**config.mk**
```make
export PLATFORM = sky130hd
export DESIGN_NAME = clk_monitor
export DESIGN_NICKNAME = d
export VERILOG_FILES = /design/src/rtl/clk_monitor.sv
export SDC_FILE = /design/constraint.sdc
export NUM_CORES = 1
export LEC_CHECK = 0
export CELL_PAD_IN_SITES_DETAIL_PLACEMENT = 1
export CELL_PAD_IN_SITES_GLOBAL_PLACEMENT = 1
export CORE_MARGIN = 3
export CORE_UTILIZATION = 30
export CTS_CLUSTER_DIAMETER = 40
export DETAILED_ROUTE_END_ITERATION = 12
export PLACE_DENSITY_LB_ADDON = 0.12
export SYNTH_ARGS = -nofsm -noshare
export SYNTH_HDL_FRONTEND = slang
export SYNTH_SLANG_ARGS = --single-unit
```
**constraint.sdc**
```tcl
create_clock -name clk_100MHz -period 4.3 [get_ports clk_100MHz]
set_clock_uncertainty 0.2 [all_clocks]
set_input_delay 0.86 -clock clk_100MHz [delete_from_list [all_inputs] [get_ports clk_100MHz]]
set_output_delay 0.86 -clock clk_100MHz [all_outputs]
set_load 0.005 [all_outputs]
```
**src/rtl/clk_monitor.sv**
```systemverilog
// clk_monitor: receive-side checker for a divided clock.
// Runs on clk_100MHz and treats clk_in as an asynchronous input. It synchronizes
// clk_in, emits edge pulses, measures the rise-to-rise period in fast cycles and
// reports lock or fault through a small state machine (IDLE/ACQUIRE/LOCKED/FAULT).
//
// Optional feature macro: CLKMON_DUTY_EN adds the high_time output and the duty
// check (fault code 11). Without it, code 11 never occurs.
//
// Ports:
//   clk_100MHz   in   system clock
//   reset_n      in   asynchronous active-low reset
//   clk_in       in   monitored clock, asynchronous
//   clear_fault  in   one-cycle request to leave FAULT
//   rise_pulse   out  one-cycle pulse per synchronized rising edge
//   fall_pulse   out  one-cycle pulse per synchronized falling edge
//   period       out  last measured rise-to-rise period (CNT_W)
//   period_valid out  one-cycle strobe when period updates
//   locked       out  high in LOCKED only
//   fault        out  high in FAULT only
//   fault_code   out  00 none, 01 range, 10 loss, 11 duty
//   high_time    out  cycles from rise to fall (CLKMON_DUTY_EN only)
module clk_monitor #(
  parameter int unsigned SYNC_STAGES = 2,
  parameter int unsigned EXP_PERIOD  = 10,
  parameter int unsigned TOL         = 1,
  parameter int unsigned LOCK_COUNT  = 4,
  parameter int unsigned TIMEOUT     = 32,
  parameter int unsigned CNT_W       = 8
) (
  input  logic             clk_100MHz,
  input  logic             reset_n,
  input  logic             clk_in,
  input  logic             clear_fault,
  output logic             rise_pulse,
  output logic             fall_pulse,
  output logic [CNT_W-1:0] period,
  output logic             period_valid,
  output logic             locked,
  output logic             fault,
  output logic [1:0]       fault_code
`ifdef CLKMON_DUTY_EN
  ,
  output logic [CNT_W-1:0] high_time
`endif
);

  localparam int unsigned GOOD_W = $clog2(LOCK_COUNT + 1);

  localparam logic [1:0] CODE_NONE  = 2'b00;
  localparam logic [1:0] CODE_RANGE = 2'b01;
  localparam logic [1:0] CODE_LOSS  = 2'b10;
`ifdef CLKMON_DUTY_EN
  localparam logic [1:0] CODE_DUTY  = 2'b11;
`endif

  typedef enum logic [1:0] {
    IDLE    = 2'd0,
    ACQUIRE = 2'd1,
    LOCKED  = 2'd2,
    FAULT   = 2'd3
  } state_t;

  state_t                 state;
  logic [SYNC_STAGES-1:0] sync_q;
  logic                   sync_prev;
  logic [CNT_W-1:0]       cnt;
  logic [GOOD_W-1:0]      good;
  logic                   period_good_c;
  logic                   duty_good_c;
  logic                   timeout_c;

  // Synchronizer chain; bit 0 samples the asynchronous clk_in.
  always_ff @(posedge clk_100MHz or negedge reset_n) begin
    if (!reset_n) begin
      sync_q <= '0;
    end else begin
      sync_q <= {sync_q[SYNC_STAGES-2:0], clk_in};
    end
  end

  // Edge detect against a registered copy of the last stage; pulses are registered.
  always_ff @(posedge clk_100MHz or negedge reset_n) begin
    if (!reset_n) begin
      sync_prev  <= 1'b0;
      rise_pulse <= 1'b0;
      fall_pulse <= 1'b0;
    end else begin
      sync_prev  <= sync_q[SYNC_STAGES-1];
      rise_pulse <= sync_q[SYNC_STAGES-1] & ~sync_prev;
      fall_pulse <= ~sync_q[SYNC_STAGES-1] & sync_prev;
    end
  end

  // Period window check, done in 32 bits so EXP_PERIOD-TOL cannot underflow.
  always_comb begin
    period_good_c = ((32'(cnt) + TOL) >= EXP_PERIOD) && (32'(cnt) <= (EXP_PERIOD + TOL));
    timeout_c     = (cnt == CNT_W'(TIMEOUT));
  end

`ifdef CLKMON_DUTY_EN
  // High time is the counter value seen on the fall pulse (cycles since the rise).
  always_ff @(posedge clk_100MHz or negedge reset_n) begin
    if (!reset_n) begin
      high_time <= '0;
    end else if (fall_pulse) begin
      high_time <= cnt;
    end
  end

  always_comb begin
    duty_good_c = ((32'(high_time) + TOL) >= (EXP_PERIOD / 2)) &&
                  (32'(high_time) <= ((EXP_PERIOD / 2) + TOL));
  end
`else
  always_comb begin
    duty_good_c = 1'b1;
  end
`endif

  // Period counter, lock tracking and fault state machine.
  always_ff @(posedge clk_100MHz or negedge reset_n) begin
    if (!reset_n) begin
      state        <= IDLE;
      cnt          <= '0;
      good         <= '0;
      period       <= '0;
      period_valid <= 1'b0;
      locked       <= 1'b0;
      fault        <= 1'b0;
      fault_code   <= CODE_NONE;
    end else begin
      period_valid <= 1'b0;

      // Clearing a fault restarts the counter; a rise always restarts at 1.
      if (state == FAULT && clear_fault) begin
        cnt <= '0;
      end else if (rise_pulse) begin
        cnt <= CNT_W'(1);
      end else if (cnt != '1) begin
        cnt <= cnt + CNT_W'(1);
      end

      case (state)
        IDLE: begin
          // First rise only opens a measurement window; no period yet.
          if (rise_pulse) begin
            state <= ACQUIRE;
            good  <= '0;
          end
        end
        ACQUIRE: begin
          if (rise_pulse) begin
            period       <= cnt;
            period_valid <= 1'b1;
            if (period_good_c && duty_good_c) begin
              good <= good + GOOD_W'(1);
              if (good == GOOD_W'(LOCK_COUNT - 1)) begin
                state  <= LOCKED;
                locked <= 1'b1;
              end
            end else begin
              good <= '0;
            end
          end else if (timeout_c) begin
            state      <= FAULT;
            fault      <= 1'b1;
            fault_code <= CODE_LOSS;
          end
        end
        LOCKED: begin
          if (rise_pulse) begin
            period       <= cnt;
            period_valid <= 1'b1;
            // Range takes priority over duty on the same rise.
            if (!period_good_c) begin
              state      <= FAULT;
              locked     <= 1'b0;
              fault      <= 1'b1;
              fault_code <= CODE_RANGE;
            end
`ifdef CLKMON_DUTY_EN
            else if (!duty_good_c) begin
              state      <= FAULT;
              locked     <= 1'b0;
              fault      <= 1'b1;
              fault_code <= CODE_DUTY;
            end
`endif
          end else if (timeout_c) begin
            state      <= FAULT;
            locked     <= 1'b0;
            fault      <= 1'b1;
            fault_code <= CODE_LOSS;
          end
        end
        FAULT: begin
          // Sticky until cleared; period is frozen here.
          if (clear_fault) begin
            state      <= IDLE;
            good       <= '0;
            fault      <= 1'b0;
            fault_code <= CODE_NONE;
          end
        end
        default: begin
          state <= IDLE;
        end
      endcase
    end
  end

endmodule

```
After elaboration in Yosys (flattened, before gate mapping):

Cells that the tools add are included.

* $add $sub $neg: 3
* multiply operators: 0
* div/mod/pow operators: 0
* order comparisons: 2
* equality and inequality tests: 16
* shifts and indexed selects: 0
* mux-type cells: 37
* bitwise operators: 4
* reduce and logical (&&, ||, !) cells: 13

Operators with widths (number)
* two-way mux 2 bit: 12
* two-way mux 8 bit: 3
* two-way mux 1 bit: 13
* two-way mux 3 bit: 4
* inequality test 2 bit (second input constant): 6
* inequality test 3 bit (second input constant): 4
* adder 8 x 1 -> 9 bit (second input constant): 1
* >= comparator 9 x 4 -> 1 bit (second input constant): 1
* case mux 3 bit (3 select lines): 1
* nonzero test 3 bit: 3
* adder 8 x 1 -> 8 bit (second input constant): 1
* == test 8 x 6 -> 1 bit (second input constant): 1
* less-or-equal comparator 8 x 4 -> 1 bit (second input constant): 1
* inequality test 8 bit (second input constant): 1
* case mux 2 bit (4 select lines): 1
* AND reduction 4 bit: 2
* case mux 2 bit (3 select lines): 1
* AND reduction 6 bit: 1
* AND reduction 5 bit: 1
* == test 2 bit (second input constant): 2
* adder 3 x 1 -> 3 bit (second input constant): 1
* == test 3 x 2 -> 1 bit (second input constant): 1
* case mux 1 bit (3 select lines): 1
* bitwise AND 1 bit: 2
* 8 further kinds: 10

* flip-flop bits (word level): 31
* latch bits: 0
* memory bits (writable): 0
* memory bits (read-only): 0
* output and inout port bits: 15
* word-level logic and storage cells: 87
* memories: 0

Longest topological paths before layout:

* depth after elaboration: 6
* gate-level depth with buffers: 8

Least setup slack after synthesis:

OpenSTA, ideal clock, no wires.

* kind: in2reg
* start point: in clear_fault
* end point: reg good[0]
* library setup time: 0.076 ns
* arrival time: 1.911 ns
* data required time: 4.024 ns
* setup slack: 2.113 ns
* stages on the path: 6
* cell sequence: nand2b_1 o21ai_2 or3_1 clkbuf_1 or2_2 o21ai_1

* longest elaborated chain between the ends: 2

RTL lines
* start, declared: line 33 `input logic clear_fault,`
* inequality test 2 bit (no line)
* AND reduction 4 bit (no line)
* end signal, assigned: line 156 `good <= good + GOOD_W'(1);`
* end, declared: line 67 `logic [GOOD_W-1:0] good;`

No other way between the ends.
A chain may end at the register's enable or synchronous reset.

Worst setup path in the final report:

* start point: reg rise_pulse
* end point: out rise_pulse

RTL lines
* start, declared: line 34 `output logic rise_pulse,`
* start signal, assigned: line 89 `rise_pulse <= sync_q[SYNC_STAGES-1] & ~sync_prev;`

No word-level cell between the ends.

==> flow_metrics.py <==
metrics = {
    "run_status": {
        "outcome": "finished clean",
    },
    "critical_path": {
        "critical_path_depth": 1,
        "setup.worst_path.start_class": "flop",
        "critPathArrivalTime_ns": 1.46,
        "timing_worst_setup_path_type": "reg2out",
        "critical-path-slowest-cell": "sky130_fd_sc_hd__dfrtp_1",
        "cp_slowest_stage_delay_ns": 0.59,
        "crit_fanout": 12,
        "timing.critical_path.required_ns": 3.24,
        "cp_top_family": "flip-flops",
        "worst_r2r_endpoint": "fault_code[1]",
        "worst_setup_path_startpoint": "rise_pulse",
        "crit_path_end_kind": "output port",
        "crit_path_end": "rise_pulse",
        "r2r_setup_slack_ns": 1.92,
        "critical_path.n_buffers_inverters": 1,
        "reg2regPathDepth": 6,
        "worstPathCellList": "clkdlybuf4s50_1",
        "r2r-start": "state[0]",
    },
    "min_path": {
        "hold_path.class": "reg2reg",
    },
    "cts": {
        "cts_tree": "done",
        "cts-htree-levels": 2,
        "numCtsBuffers": 5,
        "cts.sinks": 31,
        "clk_root_buffer_cell": "sky130_fd_sc_hd__clkbuf_8",
        "post_cts_resized": 0,
        "cts_hold_repair.buffers": 0,
        "post-cts-setup-buffer-count": 0,
        "clock_latency_of_the_later_clocked_register_in_the_worst_skew_pair_ns": 0.28,
        "clock_transition_at_the_register_clock_pins_on_the_worst_setup_and_hold_paths_after_cts_ns": 0.06,
        "cts_buffer_depth": 2,
    },
    "cells_and_area": {
        "final_layout_size_suffix_gt1_share_pct": 12.9,
        "layout-area-overhead-vs-synth_pct": 19.3,
        "area_of_the_multi_input_gates_sq_um": 771,
        "final.fill_count": 599,
        "storage_element_area_sq_um": 776,
        "finish.net_count": 185,
        "final_common_cell": "sky130_fd_sc_hd__dfrtp_1",
        "leading_cell_types_in_the_layout_fill_and_taps_excluded": "31 x sky130_fd_sc_hd__dfrtp_1, 18 x sky130_fd_sc_hd__clkdlybuf4s50_1, 13 x sky130_fd_sc_hd__nand2_1, 12 x sky130_fd_sc_hd__inv_1, 11 x sky130_fd_sc_hd__ha_1",
        "n_antenna_cell": 0,
    },
    "yosys": {
        "share_of_synthesized_area_occupied_by_flip_flops_and_latches_pct": 47.4,
        "synth_ff_type": "sky130_fd_sc_hd__dfrtp_1",
        "syn_std_cell_area_sq_um": 1640,
        "ys_async_sr_fraction_pct": 100,
        "post_synth_inst_count": 153,
        "synth_cell_types": 46,
        "synth_seq_cells": 31,
        "synth_edf_count": 0,
        "post_synth.cell_area_avg_sq_um": 10.7,
        "syn_nets": 168,
        "synth-warning-count": 0,
    },
    "floorplanning": {
        "core_sq_um": 5200,
        "dieArea_sq_um": 6380,
        "fp-row-count": 26,
        "initial_core_util_pct": 31.5,
        "die-height_microns": 79.9,
        "die_width_microns": 79.9,
        "io_pins": 19,
    },
    "sta": {
        "max_slew_margin_pct": 57.9,
        "final_min_period_over_clock_period_pct": 58.6,
        "slew_violations": 0,
        "max_freq_mhz": 397,
        "finalHoldViolCount": 0,
        "fin_crit_ns": 2.52,
        "setup_repair_after_global_routing_missed_its_margin": "false",
        "whs_ns": 0.153,
        "finalSetupViolations": 0,
        "worst-slew-pin-transition_ns": 0.623,
        "setup_tns_ns": 0,
    },
    "placed_design": {
        "port_buffers": 18,
        "gp_congestion": 0.768,
        "place_hpwl_microns": 2720,
    },
    "route": {
        "drtPass1Iterations": 4,
        "route.detailed.vias_per_inst": 4.95,
        "avgRoutedWirePerCell_microns": 15.1,
        "routed_wl_microns": 3620,
        "drc_violation_total_after_the_first_tritonroute_iteration": 50,
        "count_of_unresolved_drc_violations_after_routing": 0,
        "num_vias": 1189,
        "antenna_violating_nets_post_route": 0,
    },
    "global_routing": {
        "grt_first_pass_wirelength_microns": 6540,
        "total_routing_usage_gr_pct": 13.3,
        "first_global_vias": 1319,
        "initial_antenna_violation_count": 0,
        "grt_start_max_net_pins": 32,
        "global_route.overflow_total": 0,
    },
    "run": {
        "max-cap-violations": 0,
    },
    "power": {
        "leakagePower_nw": 0.877,
        "vdd_drop_max_mv": 0.177,
        "power_density_nw_per_um2": 574,
    },
}
## synth_stat cells (all sizes together), types with 2 or more instances
library cell  count  area share, %
or3               2            1.1
a211oi            3            2.4
or2               2           0.76
a21oi             6            1.8
nand3             3           0.92
ha               11            8.4
nor2b             2           0.76
nand2            13            3.0
clkbuf            4           0.92
a311oi            2            1.1
and3              2           0.76
mux2i             5            3.1
mux2              6            4.1
o21ai             7            2.4
dfrtp            31             47
nand2b            2           0.76
buf               5            1.9
a31oi             5            1.9
inv              12            2.7
xnor2             2            1.1
nor2              9            2.1
## layout make-up
type / instances / area share, %
clock inverter: 1 / 0.256
clock buffer: 6 / 4.23
sequential: 31 / 39.7
timing repair buffer: 19 / 9.60
tap: 70 / 4.48
inverter: 12 / 2.30
multi-input combinational: 101 / 39.4
## metal layers
| layer | GRT usage, % | vias up | wire length (microns) |
|---|---|---|---|
| li1 | - | 570 | - |
| met5 | 0 | - | 0 |
| met4 | 4.56 | 0 | 48 |
| met3 | 3.72 | 4 | 107 |
| met1 | 16.5 | 601 | 1610 |
| met2 | 22.1 | 14 | 1860 |
## kinds of logic (layout without fill, tap and decap cells)
| logic type | after synthesis | in the layout | synth area share (%) |
|---|---|---|---|
| flip-flops | 31 | 31 | 47.4 |
| AO/OA/AOI/OAI | 36 | 36 | 17.0 |
| multiplexers | 11 | 11 | 7.18 |
| AND/OR/NAND/NOR | 40 | 40 | 12.9 |
| XOR/XNOR | 3 | 3 | 1.60 |
| buffers and inverters | 21 | 38 | 5.58 |
| adder cells (fa/ha/maj) | 11 | 11 | 8.40 |
## report_power, final
group / switching (mW) / leakage [nW] / internal [mW] / total (mW)
clock network: 0.106 / 0.0470 / 0.125 / 0.232
registers: 0.0699 / 0.403 / 0.356 / 0.426
logic: 0.247 / 0.427 / 0.216 / 0.463
## stage by stage
stage	power [mW]	util, %	instance area (sq um)	std cells	setup WS, ns
finish	1.12	37.5	1950	240	1.78
global route	1.22	37.5	1950	240	1.69
CTS	1.14	37.5	1950	240	1.76
detailed placement	0.903	35.9	1870	233	1.54
global placement	0.887	35.9	1870	233	1.60
floorplan	0.751	-	1640	153	2.11
## worst min path at each step
stage                          from         to  slack (ns)  depth (start not counted)
final                     sync_q[0]  sync_q[1]        0.15                          0
after global routing      sync_q[0]  sync_q[1]        0.17                          0
after CTS                 sync_q[0]  sync_q[1]        0.16                          0
after detailed placement  sync_q[0]  sync_q[1]        0.15                          0
after global placement    sync_q[0]  sync_q[1]        0.14                          0
after floorplan           sync_q[0]  sync_q[1]        0.13                          0
## registers in the layout (all words and copies together), names as in the netlist
name          flops
cnt               8
period            8
good              3
fault_code        2
state             2
sync_q            2
fall_pulse        1
fault             1
locked            1
period_valid      1
rise_pulse        1
sync_prev         1
Power figures use the tool's default switching activity.
